[src/rtl/pipeline_hazard_scheduler_pkg.sv]
// Shared types and constants for the pipeline hazard scheduler: FSM states,
// forwarding select encodings and the PC register index.
package pipeline_hazard_scheduler_pkg;

    typedef enum logic [1:0] {
        RUN      = 2'd0,
        MEM_WAIT = 2'd1,
        ERROR    = 2'd2
    } hz_state_e;

    localparam logic [1:0] FWD_RF = 2'b00;
    localparam logic [1:0] FWD_W  = 2'b01;
    localparam logic [1:0] FWD_M  = 2'b10;

    localparam logic [3:0] PC_REG = 4'd15;

endpackage

[src/rtl/pipeline_hazard_scheduler_fwd_match.sv]
// Forwarding comparator for one Execute-stage ALU operand: picks the youngest
// in-flight producer of the source register, never forwarding into R15 reads.
module hazard_fwd_match
    import pipeline_hazard_scheduler_pkg::*;
(
    input  logic [3:0] i_ra,
    input  logic [3:0] i_wa_m,
    input  logic [3:0] i_wa_w,
    input  logic       i_reg_write_m,
    input  logic       i_reg_write_w,
    output logic [1:0] o_fwd
);

    logic w_hit_m;
    logic w_hit_w;

    // R15 reads come from PC+8 in the datapath, so they are excluded up front.
    assign w_hit_m = i_reg_write_m && (i_ra == i_wa_m) && (i_ra != PC_REG);
    assign w_hit_w = i_reg_write_w && (i_ra == i_wa_w) && (i_ra != PC_REG);

    always_comb begin
        o_fwd = FWD_RF;
        if (w_hit_m) begin
            o_fwd = FWD_M;
        end else if (w_hit_w) begin
            o_fwd = FWD_W;
        end
    end

endmodule

[src/rtl/pipeline_hazard_scheduler.sv]
// Hazard controller for the 5-stage ARM pipeline: operand forwarding, stall and
// flush generation, and a data-memory wait FSM with a sticky timeout error.
module pipeline_hazard_scheduler
    import pipeline_hazard_scheduler_pkg::*;
#(
    parameter int MEM_TIMEOUT = 16,
    parameter int CNT_W       = 16
) (
    input  logic             clk,
    input  logic             reset,
    input  logic [3:0]       RA1D,
    input  logic [3:0]       RA2D,
    input  logic [3:0]       RA1E,
    input  logic [3:0]       RA2E,
    input  logic [3:0]       WA3E,
    input  logic [3:0]       WA3M,
    input  logic [3:0]       WA3W,
    input  logic             RegWriteM,
    input  logic             RegWriteW,
    input  logic             MemtoRegE,
    input  logic             PCSrcD,
    input  logic             PCSrcE,
    input  logic             PCSrcM,
    input  logic             PCSrcW,
    input  logic             BranchTakenE,
    input  logic             MemReqM,
    input  logic             MemReadyM,
    output logic [1:0]       ForwardAE,
    output logic [1:0]       ForwardBE,
    output logic             StallF,
    output logic             StallD,
    output logic             StallE,
    output logic             StallM,
    output logic             FlushD,
    output logic             FlushE,
    output logic             FlushW,
    output logic             MemErr,
    output logic [CNT_W-1:0] StallCount
);

    localparam logic [7:0] TIMEOUT_8 = 8'(MEM_TIMEOUT);

    hz_state_e        r_state;
    logic [7:0]       r_wait_cnt;
    logic             r_mem_err;
    logic [CNT_W-1:0] r_stall_cnt;

    logic [1:0] w_fwd_a;
    logic [1:0] w_fwd_b;
    logic       w_ld_stall;
    logic       w_pc_pend;
    logic       w_mem_stall;
    logic       w_hold;

    hazard_fwd_match u_fwd_a (
        .i_ra          (RA1E),
        .i_wa_m        (WA3M),
        .i_wa_w        (WA3W),
        .i_reg_write_m (RegWriteM),
        .i_reg_write_w (RegWriteW),
        .o_fwd         (w_fwd_a)
    );

    hazard_fwd_match u_fwd_b (
        .i_ra          (RA2E),
        .i_wa_m        (WA3M),
        .i_wa_w        (WA3W),
        .i_reg_write_m (RegWriteM),
        .i_reg_write_w (RegWriteW),
        .o_fwd         (w_fwd_b)
    );

    assign w_ld_stall  = MemtoRegE && ((RA1D == WA3E) || (RA2D == WA3E));
    assign w_pc_pend   = PCSrcD || PCSrcE || PCSrcM;
    assign w_mem_stall = MemReqM && !MemReadyM;
    // ERROR freezes the pipeline regardless of what the memory does afterwards.
    assign w_hold      = w_mem_stall || (r_state == ERROR);

    always_comb begin
        ForwardAE = FWD_RF;
        ForwardBE = FWD_RF;
        StallF    = 1'b0;
        StallD    = 1'b0;
        StallE    = 1'b0;
        StallM    = 1'b0;
        FlushD    = 1'b1;
        FlushE    = 1'b1;
        FlushW    = 1'b1;
        if (reset) begin
            ForwardAE = w_fwd_a;
            ForwardBE = w_fwd_b;
            if (w_hold) begin
                StallF = 1'b1;
                StallD = 1'b1;
                StallE = 1'b1;
                StallM = 1'b1;
                FlushD = 1'b0;
                FlushE = 1'b0;
                FlushW = 1'b1;
            end else begin
                StallF = w_ld_stall || w_pc_pend;
                StallD = w_ld_stall;
                FlushD = w_pc_pend || PCSrcW || BranchTakenE;
                FlushE = w_ld_stall || BranchTakenE;
                FlushW = 1'b0;
            end
        end
    end

    always_ff @(posedge clk) begin
        if (!reset) begin
            r_state     <= RUN;
            r_wait_cnt  <= 8'd0;
            r_mem_err   <= 1'b0;
            r_stall_cnt <= '0;
        end else begin
            if (StallF && (r_stall_cnt != '1)) begin
                r_stall_cnt <= r_stall_cnt + 1'b1;
            end
            case (r_state)
                RUN: begin
                    if (w_mem_stall) begin
                        r_state    <= MEM_WAIT;
                        r_wait_cnt <= 8'd1;
                    end
                end
                MEM_WAIT: begin
                    if (!w_mem_stall) begin
                        r_state <= RUN;
                    end else if ((r_wait_cnt + 8'd1) >= TIMEOUT_8) begin
                        r_state   <= ERROR;
                        r_mem_err <= 1'b1;
                    end else begin
                        r_wait_cnt <= r_wait_cnt + 8'd1;
                    end
                end
                ERROR: begin
                    r_mem_err <= 1'b1;
                end
                default: begin
                    r_state <= RUN;
                end
            endcase
        end
    end

    assign MemErr     = r_mem_err;
    assign StallCount = r_stall_cnt;

endmodule

[config.mk]
export PLATFORM = sky130hd
export DESIGN_NAME = pipeline_hazard_scheduler
export DESIGN_NICKNAME = d
export VERILOG_FILES = /design/src/rtl/pipeline_hazard_scheduler_pkg.sv /design/src/rtl/pipeline_hazard_scheduler_fwd_match.sv /design/src/rtl/pipeline_hazard_scheduler.sv
export SDC_FILE = /design/constraint.sdc
export NUM_CORES = 1
export LEC_CHECK = 0
export CAP_MARGIN = 20
export CORE_AREA = 3 3 70 72
export CTS_CLUSTER_DIAMETER = 120
export CTS_CLUSTER_SIZE = 8
export DETAILED_ROUTE_END_ITERATION = 16
export DIE_AREA = 0 0 73 75
export GPL_TIMING_DRIVEN = 0
export HOLD_SLACK_MARGIN = 0.15
export PLACE_DENSITY = 0.75
export SLEW_MARGIN = 20
export SYNTH_ARGS = -nofsm -noshare
export SYNTH_HDL_FRONTEND = slang
export SYNTH_HIERARCHICAL = 1
export SYNTH_SLANG_ARGS = --single-unit
[constraint.sdc]
create_clock -name clk -period 1.9 [get_ports clk]
set_input_delay 0.38 -clock clk [delete_from_list [all_inputs] [get_ports clk]]
set_output_delay 0.38 -clock clk [all_outputs]
set_load 0.01 [all_outputs]
# ---- Word level (Yosys, flattened, before mapping)
# Cells that the tools add are included.
dict set report totals {
  reg_bits 27
}
dict set report op_classes {
  addsub 2
  magnitude_cmp 1
  eq_ne 16
  mux 28
  n_bitwise 1
  n_reduce_logical 26
}
# operator count
set ops {}
lappend ops {{4-bit equality test} 6}
lappend ops {{8-bit two-way mux} 3}
lappend ops {{16-bit by 1-bit adder with 16-bit output, second input constant} 1}
lappend ops {{16-bit inequality test, second input constant} 1}
lappend ops {{8-bit one-hot mux with 2 select lines} 1}
lappend ops {{1-bit two-way mux} 15}
lappend ops {{2-bit two-way mux} 7}
lappend ops {{1-bit logical AND} 11}
lappend ops {{8-bit by 1-bit adder with 8-bit output, second input constant} 1}
lappend ops {{8-bit by 5-bit >= comparator with 1-bit output, second input constant} 1}
lappend ops {{1-bit logical OR} 8}
lappend ops {{2-bit inequality test, second input constant} 4}
lappend ops {{4-bit inequality test, second input constant} 2}
lappend ops {{2-bit one-hot mux with 3 select lines} 1}
lappend ops {{3-bit AND reduction} 2}
lappend ops {{4-bit AND reduction} 1}
lappend ops {{2-bit nonzero test} 2}
lappend ops {{3-bit inequality test, second input constant} 1}
lappend ops {{2-bit by 1-bit equality test with 1-bit output, second input constant} 1}
lappend ops {{2-bit equality test, second input constant} 1}
lappend ops {{2-bit logical NOT} 1}
lappend ops {{1-bit one-hot mux with 2 select lines} 1}
lappend ops {{1-bit logical NOT} 1}
lappend ops {{1-bit inverter} 1}

# ---- Depth between registers and ports, before layout
# Gate-level depths: netlist of the first run.
dict set report depth {
  ltp_word 7
  ltp_mapped 7
  mapped_depth_nobuf 7
}

# ---- By module
# The synthesis of the first run kept the hierarchy.
# mod n_inst cells_each area_each_um2 seq_area_each_um2
set by_module_without_submodules {}
lappend by_module_without_submodules {pipeline_hazard_scheduler 1 179 1466.4 540.5}
lappend by_module_without_submodules {hazard_fwd_match 2 18 123.9 0.0}

# ---- Worst setup path before layout of the first run
# No wires, ideal clock.
dict set report synth_timing {
  path_type {input-to-reg}
  start {input port RA1D[1]}
  end {register r_stall_cnt[3] (netlist: StallCount[3])}
  setup_time_ns 0.126
  arrival_ns 1.625
  required_time_ns 1.774
  slack_ns 0.149
  path_stages 7
  path_buffers 1
  path_cell_list {xor2_1 nor4_1 o21ai_1 a311oi_2 buf_4 nand4_1 mux2i_1}
}
dict set report synth_between {
  elab_chain_len 7
}
# element line_no
set synth_rtl {}
lappend synth_rtl {{start, declared} pipeline_hazard_scheduler.sv:11} ;# input logic [3:0] RA1D,
lappend synth_rtl {{4-bit equality test} pipeline_hazard_scheduler.sv:73} ;# assign w_ld_stall = MemtoRegE && ((RA1D == WA3E) || (RA2D == WA3E));
lappend synth_rtl {{1-bit logical OR} pipeline_hazard_scheduler.sv:73}
lappend synth_rtl {{1-bit logical AND} pipeline_hazard_scheduler.sv:73}
lappend synth_rtl {{1-bit logical OR} pipeline_hazard_scheduler.sv:101} ;# StallF = w_ld_stall || w_pc_pend;
lappend synth_rtl {{1-bit two-way mux} pipeline_hazard_scheduler.sv:92} ;# if (w_hold) begin
lappend synth_rtl {{1-bit two-way mux} pipeline_hazard_scheduler.sv:89} ;# if (reset) begin
lappend synth_rtl {{1-bit logical AND} pipeline_hazard_scheduler.sv:117} ;# if (StallF && (r_stall_cnt != '1)) begin
lappend synth_rtl {{end signal, assigned} pipeline_hazard_scheduler.sv:118} ;# r_stall_cnt <= r_stall_cnt + 1'b1;
lappend synth_rtl {{end, declared} pipeline_hazard_scheduler.sv:46} ;# logic [CNT_W-1:0] r_stall_cnt;
# Every way passes these cells.
# A chain may end at the register's enable or synchronous reset.

# ---- Final worst setup path of the first run
dict set report layout_timing {
  start {input port MemReadyM}
  end {output port StallD}
}
dict set report layout_between {
  elab_chain_len 5
}
# element line_no
set layout_rtl {}
lappend layout_rtl {{start, declared} pipeline_hazard_scheduler.sv:27} ;# input logic MemReadyM,
lappend layout_rtl {{1-bit logical NOT} pipeline_hazard_scheduler.sv:75} ;# assign w_mem_stall = MemReqM && !MemReadyM;
lappend layout_rtl {{1-bit logical AND} pipeline_hazard_scheduler.sv:75}
lappend layout_rtl {{1-bit logical OR} pipeline_hazard_scheduler.sv:77} ;# assign w_hold = w_mem_stall || (r_state == ERROR);
lappend layout_rtl {{1-bit two-way mux} pipeline_hazard_scheduler.sv:92}
lappend layout_rtl {{1-bit two-way mux} pipeline_hazard_scheduler.sv:89}
lappend layout_rtl {{end, declared} pipeline_hazard_scheduler.sv:31} ;# output logic StallD,
# Every way passes these cells.

==> flow_summary_export.csv, run 1 <==
group,metric,value,unit
run_status,status,"completed",
final_layout,final_area,2560,sq um
job,maxCapViolCount,0,
route,viasPerCell,5.27,
floorplan,io_pins,68,
route,wirelength,4.71,mm
worst_setup_path,cp.depth,6,
route,route.vias.total,1822,
synth,async_flop_share,0,%
worst_setup_path,critical_path_class,"primary input to output pin",
worst_setup_path,critPathLaunchType,"primary input",
power,cellPowerDensity,476,nW/um^2
clock_network,cts_sinks,27,
clock_network,cts_tree,"yes",
floorplan,dieArea,5480,sq um
worst_setup_path,critPathSlowestCell,"clkdlybuf4s50_1",
clock_network,holdBufCountCts,0,
synth,syn_inst,215,
floorplan,fp.dieW,73,um
synth,synth_seq_cells,27,
placed_design,dp.cells,334,
final_layout,instances_no_fill,346,
synth,synth_common_cells,"dfxtp_1 (27), nand2_1 (23), nor2_1 (14)",
worst_setup_path,worstPathCellList,"clkdlybuf4s50_1, nand2b_4, and2_4, buf_4, a21oi_2, buf_2",
timing,finalCritPeriodShare,99.3,%
route,drc_errors,0,
worst_setup_path,slowest_delay,0.40,ns
worst_setup_path,worst-path-buf-inv,3,
clock_network,cts_root_buf,"clkbuf_8",
floorplan,core_area,4350,sq um
final_layout,drive_gt1_share,24.5,%
clock_network,clkTransAtPathRegs,0.09,ns
worst_setup_path,cp_max_fo,4,
power,netSwitchingPower,342,uW
synth,synth_nets,257,
placed_design,gp_congestion,0.877,
timing,setup_viol,0,
power,comb_power_share,23.0,%
timing,hold_violations,0,
synth,synth.area.top_cells,"dfxtp_1 (32%), xnor2_1 (6.6%), mux2i_1 (5.8%), nand2_1 (5.0%), and2_1 (4.7%)",
timing,slew_headroom,72.2,%
final_layout,areaGrowthSynthToFinish,49.3,%
synth,yosysUniqueCellTypes,37,
timing,rsz0062_at_grt,"true",
placed_design,place_area,2450,sq um
timing,finClkSkew,0.00785,ns
synth,synth_top_area_share,31.5,%
clock_network,htree_levels,1,
power,p_int,876,uW
clock_network,clock_latency,0.28,ns
worst_setup_path,cp_top_family,"buffers and inverters",
min_path,whs_path_depth,1,
route,final_antenna_net_count,0,
global_routing,grt_antenna_before_repair,0,
global_routing,gr-total-overflow,0,
synth,synth_largest_area_cell,"dfxtp_1",
floorplan,initial_utilization,39.4,%
timing,layout_min_cycle_time,1.89,ns
synth,synth_seq_area_share,31.5,%
global_routing,grt_pass1_wl,7.33,mm
power,p_leak,0.00113,uW
power,p_sw_share,28.1,%
floorplan,die_y,75,um
global_routing,grt_start_max_net_pins,17,
placed_design,place_hpwl,3.55,mm
final_layout,nets,337,
synth,avgSynthCellArea,7.97,sq um
global_routing,grt_pass1_vias,1624,
route,first_iter_violations,119,
route,wl_per_cell,13.6,um
synth,synthMostInstantiatedCell,"dfxtp_1",
final_layout,diodes,0,
min_path,hp-class,"flop to flop",
placed_design,portBuffers,67,
power,peakVddDrop,0.293,mV
timing,fin_setup_tns,0,ns
synth,synth-edff-count,0,
power,p_clk_share,28.2,%
worst_setup_path,cp_data_required_time,1.52,ns
timing,maxSlewViolCount,0,
clock_network,cts_buffer_depth,2,
worst_setup_path,worstPathArrival,1.51,ns
power,power_frac_seq,48.8,%
synth,yosys_most_used_dff,"dfxtp_1",
timing,fmax,530,MHz
global_routing,grt_use_total,16.7,%
worst_setup_path,cp-end-kind,"output pin",
synth,synth_area,1710,sq um
clock_network,cts_buffers,3,
final_layout,nFillCells,415,
synth,yosysWarnings,6,
timing,worstMarginPinSlew,0.417,ns
route,firstDrtPassIters,4,
floorplan,rows,24,
worst_setup_path,r2r_cells,7,
[routing by layer]
layer	vias up	routed length, um	track usage [%]	share of wire, %
li1	915	-	-	-
met1	844	2120	22.6	45
met2	54	2270	26.9	48
met3	9	242	3.60	5.1
met4	0	75	4.30	1.6
met5	-	0	0	0
[flip-flops by register name, summed over array words and instances, names as in the netlist]
signal	count
MemErr	1
r_state	2
r_wait_cnt	8
StallCount	16
[worst reg2reg max path, stage by stage (launching register included)]
cell and delay [ns]:
dfxtp_1 0.37, ha_1 0.27, nand3_1 0.21, nor3_2 0.09
a311oi_4 0.33, buf_4 0.24, nand4_1 0.12, a21oi_1 0.17
[layout by cell type (no fill, tap or decap), types with 2 or more instances in the layout]
| master | netlist | layout |
|---|---|---|
| dfxtp_1 | 27 | 26 |
| nand2_1 | 23 | 23 |
| clkdlybuf4s50_1 | 0 | 23 |
| buf_2 | 1 | 17 |
| buf_4 | 4 | 14 |
| nor2_1 | 14 | 13 |
| and2_1 | 13 | 11 |
| nand3_1 | 11 | 11 |
| xnor2_1 | 13 | 11 |
| and3_1 | 10 | 10 |
| nand4_1 | 10 | 10 |
| mux2i_1 | 10 | 10 |
| clkbuf_2 | 0 | 10 |
| dlygate4sd2_1 | 0 | 10 |
| xor2_1 | 8 | 7 |
| clkbuf_8 | 0 | 5 |
| nand2b_1 | 6 | 5 |
| o21ai_1 | 4 | 5 |
| inv_1 | 6 | 5 |
| a21oi_1 | 9 | 5 |
| a21oi_2 | 0 | 4 |
| nor3_1 | 6 | 4 |
| a31oi_1 | 5 | 4 |
| a31o_1 | 3 | 3 |
| nand4b_1 | 3 | 3 |
| clkdlybuf4s15_1 | 0 | 3 |
| and2_4 | 0 | 2 |
| o21ai_0 | 3 | 2 |
| clkbuf_1 | 6 | 2 |
| o211ai_1 | 2 | 2 |
| ha_1 | 2 | 2 |
| dlymetal6s2s_1 | 0 | 2 |
| xnor2_2 | 0 | 2 |
| and4_1 | 2 | 2 |
| o221a_1 | 2 | 2 |
[metrics by stage]
| step | hold slack [ns] | util, % | worst slack (ns) | total power (uW) |
|---|---|---|---|---|
| 3_3_place_gp | 0.449 | 56.3 | -0.819 | 879 |
| 4_1_cts | 0.484 | 57.7 | -0.0343 | 1220 |
| 5_1_grt | 0.512 | 58.8 | -0.0771 | 1270 |
| 2_1_floorplan | 0.445 | - | 0.149 | 722 |
| 6_report | 0.482 | 58.8 | 0.0134 | 1220 |
| 3_5_place_dp | 0.460 | 56.3 | -0.856 | 884 |
[final cells by class]
class,instances,area [sq um],share of cell area [%]
Buffer,10,80.1,3.13
Clock buffer,3,41.3,1.61
Clock inverter,1,7.51,0.293
Inverter,6,22.5,0.880
Multi-Input combinational cell,171,1200,46.8
Sequential cell,27,542,21.2
Tap cell,52,65.1,2.54
Timing Repair Buffer,76,602,23.5
[logic make-up after synthesis]
kind of cell / count (synthesis) / synth area share, %
and+or+nand+nor: 104 / 32.1
AOI/OAI and AO/OA: 33 / 13.0
DFF: 27 / 31.5
xor gates and xnor gates: 21 / 10.7
buffers and inverters: 17 / 4.67
muxes: 11 / 6.50
adders and majority gates: 2 / 1.46
[final timing paths]
| kind | startpoint | to | slack [ns] |
|---|---|---|---|
| min | MemErr | MemErr | 0.48 |
| max | MemReadyM | StallD | 0.01 |
| max reg2reg | StallCount[0] | StallCount[11] | 0.05 |
| min reg2reg | MemErr | MemErr | 0.48 |
[power by group through the flow]
stage | clock, uW | sequential, uW | combinational [uW]
after floorplan | 0 | 607 | 114
after global placement | 0 | 605 | 274
after detailed placement | 0 | 605 | 278
after CTS | 357 | 594 | 269
after global routing | 373 | 596 | 305
final | 344 | 594 | 280
[what timing repair did]
item                                   4_1_cts  5_1_grt
resized for setup                          122       39
cloned                                       0        1
endpoints found under the hold margin        0        0
setup buffers                                4        4
setup endpoints to repair                   30       28
pin swaps                                   20       17
(Power assumes the default switching activity.)
==> run 2, diff against run 1 <==
--- a/config.mk
+++ b/config.mk
@@ -6,16 +6,15 @@
 export NUM_CORES = 1
 export LEC_CHECK = 0
 export CAP_MARGIN = 20
-export CORE_AREA = 3 3 70 72
+export CORE_AREA = 3 3 68 70
 export CTS_CLUSTER_DIAMETER = 120
 export CTS_CLUSTER_SIZE = 8
 export DETAILED_ROUTE_END_ITERATION = 16
-export DIE_AREA = 0 0 73 75
+export DIE_AREA = 0 0 71 73
 export GPL_TIMING_DRIVEN = 0
 export HOLD_SLACK_MARGIN = 0.15
-export PLACE_DENSITY = 0.75
+export PLACE_DENSITY = 0.76
 export SLEW_MARGIN = 20
 export SYNTH_ARGS = -nofsm -noshare
 export SYNTH_HDL_FRONTEND = slang
-export SYNTH_HIERARCHICAL = 1
 export SYNTH_SLANG_ARGS = --single-unit
==> run 2 against run 1 <==
The flow now finishes with violations (setup timing); design area decreased by 2.9%; synthesized area decreased by 5.3%; critical endpoint is now StallF; final cell count shrank 1.7%; maximum frequency shrank 5.4%.
==> flow_summary_export.csv, run 2 <==
group,metric,value,unit
run_status,status,"finished with violations",
run_status,violations,"setup timing",
worst_setup_path,cp_data_required_time,1.52,ns
job,maxCapViolCount,0,
synth,synth-edff-count,0,
worst_setup_path,slowest_delay,0.38,ns
synth,synth_seq_area_share,33.3,%
clock_network,cts_root_buf,"clkbuf_8",
power,power_frac_seq,49.2,%
floorplan,dieArea,5180,sq um
route,wl_per_cell,13.6,um
timing,fin_ws,-0.0941,ns
timing,setup_viol,1,
global_routing,grt_start_max_net_pins,15,
placed_design,place_hpwl,3.35,mm
power,p_clk_share,27.5,%
synth,yosys_most_used_dff,"dfxtp_1",
clock_network,cts_buffers,3,
timing,worstMarginPinSlew,0.523,ns
synth,synth_seq_cells,27,
clock_network,htree_levels,1,
global_routing,gr-total-overflow,0,
power,p_leak,0.000990,uW
route,final_antenna_net_count,0,
global_routing,grt_antenna_before_repair,0,
timing,maxSlewViolCount,0,
worst_setup_path,cp-end-kind,"output pin",
final_layout,largest_register_ffs,16,
floorplan,fp.dieW,71,um
clock_network,cts_sinks,27,
timing,hold_slack,0.481,ns
floorplan,io_pins,68,
worst_setup_path,cp_max_fo,2,
clock_network,clkTransAtPathRegs,0.09,ns
timing,slew_headroom,65.2,%
synth,synth_common_cells,"dfxtp_1 (27), nor2_1 (22), xnor2_1 (18)",
timing,fmax,501,MHz
worst_setup_path,worstPathArrival,1.61,ns
final_layout,final_cell_mix,"dfxtp_1 (26), clkdlybuf4s50_1 (23), nor2_1 (21)",
synth,syn_inst,206,
worst_setup_path,worstPathCellList,"buf_6, or3_4, or2_4, or2_4, and2_4, buf_6",
synth,async_flop_share,0,%
floorplan,initial_utilization,40.3,%
placed_design,gp_congestion,0.794,
clock_network,holdBufCountCts,0,
timing,layout_min_cycle_time,1.99,ns
clock_network,clock_latency,0.27,ns
synth,synthMostInstantiatedCell,"dfxtp_1",
power,cellPowerDensity,479,nW/um^2
route,viasPerCell,5.26,
global_routing,grt_pass1_wl,7.09,mm
timing,finalCritPeriodShare,105,%
synth,yosysUniqueCellTypes,37,
placed_design,portBuffers,67,
timing,hold_violations,0,
synth,synth_area,1620,sq um
route,first_iter_violations,86,
power,comb_power_share,23.3,%
floorplan,rows,23,
worst_setup_path,critPathLaunchType,"primary input",
synth,avgSynthCellArea,7.88,sq um
route,wirelength,4.64,mm
min_path,hp-class,"flop to flop",
final_layout,nets,333,
final_layout,final_common_cell,"dfxtp_1",
route,firstDrtPassIters,4,
synth,synth.area.top_cells,"dfxtp_1 (33%), xnor2_1 (9.7%), nor2_1 (5.1%), a21oi_1 (4.6%), o21ai_0 (4.6%)",
global_routing,grt_pass1_vias,1603,
clock_network,cts_buffer_depth,2,
final_layout,diodes,0,
power,p_int,875,uW
worst_setup_path,critPathSlowestCell,"or3_4",
power,p_sw_share,26.4,%
final_layout,drive_gt1_share,22.1,%
worst_setup_path,cp_top_family,"simple AND/OR/NAND/NOR gates",
floorplan,die_y,73,um
final_layout,areaGrowthSynthToFinish,53.1,%
power,netSwitchingPower,314,uW
synth,synth_top_area_share,33.3,%
timing,rsz0062_at_grt,"true",
route,route.vias.total,1787,
timing,finClkSkew,0.00522,ns
floorplan,core_area,4030,sq um
clock_network,cts_tree,"yes",
power,power,1190,uW
global_routing,grt_use_total,16.9,%
synth,yosysWarnings,0,
route,drc_errors,0,
worst_setup_path,worst-path-buf-inv,2,
power,peakVddDrop,0.246,mV
synth,synth_largest_area_cell,"dfxtp_1",
worst_setup_path,critical_path_class,"primary input to output pin",
synth,synth_nets,248,
[run 2: worst paths after layout]
check	startpoint	to	slack, ns	cells past startpoint
worst max-delay path	PCSrcM	StallF	-0.09	6
worst min-delay path	MemErr	MemErr	0.48	2
worst max register to register	StallCount[3]	StallCount[9]	0.13	7
worst min register to register	MemErr	MemErr	0.48	2
[run 2: final cells by class]
cell class                 instances  area (sq um)
tap                               50          62.6
sequential                        27           544
multi-input combinational        164          1080
buffer                             6          46.3
fill                             377          1540
timing repair buffer              80           668
clock buffer                       4          45.0
inverter                           9          33.8
[run 2: timing repair]
item                                    CTS  global route
cloned                                    1             1
endpoints found under the setup margin   23            20
setup buffers                             8             3
gates resized for setup                 102            30
pin swaps                                17            21
[run 2: worst register-to-register path, cell delays in order, from the launching register on]
cell and delay, ns:
dfxtp_1 0.43, nand4_1 0.25, nor2_2 0.25, nand3_2 0.17
o211ai_4 0.15, buf_2 0.21, nor4_1 0.06, o21a_1 0.17
[run 2: power groups by stage]
stage / clock, uW / combinational [uW] / sequential (uW)
global placement: 0 / 266 / 599
global route: 356 / 302 / 587
floorplan: 0 / 114 / 600
finish: 327 / 277 / 585
detailed placement: 0 / 270 / 600
CTS: 336 / 269 / 586
[run 2: layer usage]
layer  up-vias  global-route usage (%)  share of wire (%)
li1        905                       -                  -
met1       802                    19.3                 41
met2        76                    29.5                 48
met3         4                    5.79                9.8
met4         0                    5.64                1.1
met5         -                       0                  0
[run 2: cells by family (layout without fill, tap and decap cells)]
logic type                 Yosys count  count (layout)  share of synthesized area (%)
and+or+nand+nor                     92              92                           29.4
adders and majority gates            2               2                           1.54
xor gates and xnor gates            25              25                           13.5
AOI/OAI and AO/OA                   43              43                           16.8
muxes                                2               2                           1.23
DFF                                 27              27                           33.3
buffers and inverters               15              99                           4.24
[run 2: through the flow]
stage,utilization [%],area (sq um),TNS (ns),setup WS (ns),std cells
4_1_cts,61.3,2470,-0.0919,-0.0905,336
3_3_place_gp,58.5,2360,-11.74,-0.870,323
6_report,61.7,2480,-0.0941,-0.0941,340
2_1_floorplan,-,1620,0,0.0422,206
3_5_place_dp,58.5,2360,-12.49,-0.877,323
5_1_grt,61.7,2480,-0.126,-0.126,340
==> run 3, diff against run 2 <==
--- a/config.mk
+++ b/config.mk
@@ -11,9 +11,10 @@
 export CTS_CLUSTER_SIZE = 8
 export DETAILED_ROUTE_END_ITERATION = 16
 export DIE_AREA = 0 0 71 73
+export DONT_BUFFER_PORTS = 1
 export GPL_TIMING_DRIVEN = 0
 export HOLD_SLACK_MARGIN = 0.15
-export PLACE_DENSITY = 0.76
+export PLACE_DENSITY = 0.55
 export SLEW_MARGIN = 20
 export SYNTH_ARGS = -nofsm -noshare
 export SYNTH_HDL_FRONTEND = slang
==> run 3 against run 2 <==
The flow now finishes without violations; die area unchanged; power fell by 11%; sequential power grew 0.9%; non-clock buffer count decreased by 76; setup slack improved by 0.14 ns; flip-flop and latch count unchanged; global-route usage shrank 2.5 points; maximum frequency grew 7.4%; critical path depth down 1; combinational power decreased by 47%; largest power group unchanged.
==> flow_summary_export.csv, run 3 (synthesized netlist as in run 2, its figures left out) <==
group,metric,value,unit
timing,layout_min_cycle_time,1.86,ns
clock_network,cts_sinks,27,
floorplan,die_y,73,um
floorplan,core_area,4030,sq um
final_layout,drive_gt1_share,13.1,%
min_path,hp-class,"primary input to flop",
final_layout,largest_register_ffs,16,
worst_setup_path,cp_max_fo,4,
floorplan,rows,23,
clock_network,clock_latency,0.28,ns
route,final_antenna_net_count,0,
global_routing,gr-total-overflow,0,
worst_setup_path,worstPathCellList,"nand2b_4, nand2_4, or2_4, or2_4, and2_4",
worst_setup_path,critPathSlowestCell,"dfxtp_2",
final_layout,instances_no_fill,264,
run_status,status,"completed",
worst_setup_path,cp-startpoint,"r_state[0]",
global_routing,grt_antenna_before_repair,0,
final_layout,areaGrowthSynthToFinish,11.2,%
timing,slew_headroom,63.4,%
worst_setup_path,worstPathArrival,1.48,ns
worst_setup_path,worst-path-buf-inv,0,
final_layout,diodes,0,
route,first_iter_violations,51,
worst_setup_path,reg2reg_to,"StallCount[9]",
final_layout,nFillCells,407,
timing,setup_viol,0,
worst_setup_path,cp_top_family,"simple AND/OR/NAND/NOR gates",
clock_network,htree_levels,1,
placed_design,place_ws,-0.0425,ns
floorplan,fp.dieW,71,um
final_layout,final_area,1800,sq um
worst_setup_path,cp_data_required_time,1.52,ns
clock_network,cts_buffer_depth,2,
final_layout,finish.utilization,44.8,%
placed_design,gp_congestion,0.803,
floorplan,initial_utilization,40.3,%
global_routing,grt_use_total,14.4,%
worst_setup_path,path_common_cell,"or2_4",
clock_network,clkTransAtPathRegs,0.08,ns
job,maxCapViolCount,0,
min_path,hold_path_startpoint,"reset",
worst_setup_path,cp-end-kind,"output pin",
worst_setup_path,rrSetupSlack,0.13,ns
timing,fmax,539,MHz
worst_setup_path,slowest_delay,0.34,ns
placed_design,dp.cells,256,
route,firstDrtPassIters,4,
route,wl_per_cell,15.0,um
timing,finClkSkew,0.0152,ns
clock_network,cts_root_buf,"clkbuf_8",
clock_network,cts_buffers,3,
power,cellPowerDensity,590,nW/um^2
route,route.vias.total,1515,
worst_setup_path,critPathLaunchType,"flop",
placed_design,place_area,1690,sq um
final_layout,nets,257,
power,p_leak,0.000636,uW
global_routing,grt_start_max_net_pins,16,
floorplan,dieArea,5180,sq um
floorplan,io_pins,68,
global_routing,grt_pass1_wl,6.12,mm
timing,fin_ws,0.0433,ns
placed_design,place_hpwl,3.02,mm
min_path,whs_path_depth,1,
timing,finalCritPeriodShare,97.7,%
route,drc_errors,0,
route,wirelength,3.95,mm
final_layout,final_common_cell,"dfxtp_1",
power,peakVddDrop,0.365,mV
clock_network,cts_tree,"yes",
worst_setup_path,critical_path_class,"flop to output pin",
route,viasPerCell,5.74,
timing,fin_setup_tns,0,ns
min_path,hold_path_end,"r_wait_cnt[7]",
worst_setup_path,worstReg2RegStart,"StallCount[2]",
global_routing,grt_pass1_vias,1476,
timing,maxSlewViolCount,0,
timing,worstMarginPinSlew,0.549,ns
worst_setup_path,r2r_cells,8,
timing,hold_violations,0,
final_layout,final_cell_mix,"dfxtp_1 (23), nor2_1 (21), xnor2_1 (18)",
placed_design,portBuffers,0,
## run 3: cell count changes in the layout (fill, tap and decap cells not counted), moves of 2 or more
cell,previous run,this run
buf_2,8,0
dfxtp_2,0,4
o211ai_2,0,2
clkdlybuf4s15_1,2,0
o211ai_4,2,0
dfxtp_1,26,23
buf_4,9,5
buf_6,8,1
dlygate4sd2_1,16,0
clkdlybuf4s50_1,23,0
clkbuf_2,14,0
clkdlybuf4s15_2,4,0
## run 3: what timing repair did
item | in CTS | in global routing
endpoints found under the hold margin | 0 | 0
setup buffers | 1 | 3
endpoints found under the setup margin | 6 | 9
hold buffers | 0 | 0
gates resized for setup | 5 | 9
pin swaps | 0 | 2
## run 3: worst max-delay path by stage
stage | to | slack [ns] | cells after the start
global route | StallCount[11] | -0.006 | 8
CTS | StallCount[15] | -0.02 | 5
finish | StallF | 0.04 | 5
global placement | StallF | -0.03 | 4
floorplan | StallF | 0.04 | 4
detailed placement | StallF | -0.04 | 4
## run 3: worst register-to-register path, stage by stage, from the launching register on
cell and delay, ns:
dfxtp_1 0.46, nand4_1 0.12, buf_4 0.18, nor2_2 0.17
nand3_1 0.17, o211ai_2 0.14, clkbuf_4 0.23, nor4_1 0.06
o21a_1 0.17
## run 3: layout make-up
class / instances / area [sq um] / share of cell area (%)
Inverter: 9 / 33.8 / 1.87
Timing Repair Buffer: 4 / 30.0 / 1.66
Sequential cell: 27 / 546 / 30.2
Clock inverter: 1 / 5.00 / 0.277
Buffer: 6 / 37.5 / 2.08
Multi-Input combinational cell: 164 / 1050 / 58.1
Tap cell: 50 / 62.6 / 3.47
Clock buffer: 3 / 41.3 / 2.29
## run 3: through the flow
stage	hold WS, ns	total power, uW
floorplan	0.467	714
global placement	0.481	736
detailed placement	0.484	741
CTS	0.269	1070
global route	0.265	1110
finish	0.278	1060
## run 3: routing by layer
metal / global-route usage [%] / wire, um
met5: 0 / 0
met4: 2.71 / 24
met3: 5.51 / 361
met2: 28.0 / 2140
met1: 14.6 / 1420
## run 3: report_power, final
group	total [uW]	internal, uW	leakage, uW	switching [uW]
clock network	328	147	0.0000255	181
registers	590	575	0.000220	14.4
logic	146	69.3	0.000391	76.7
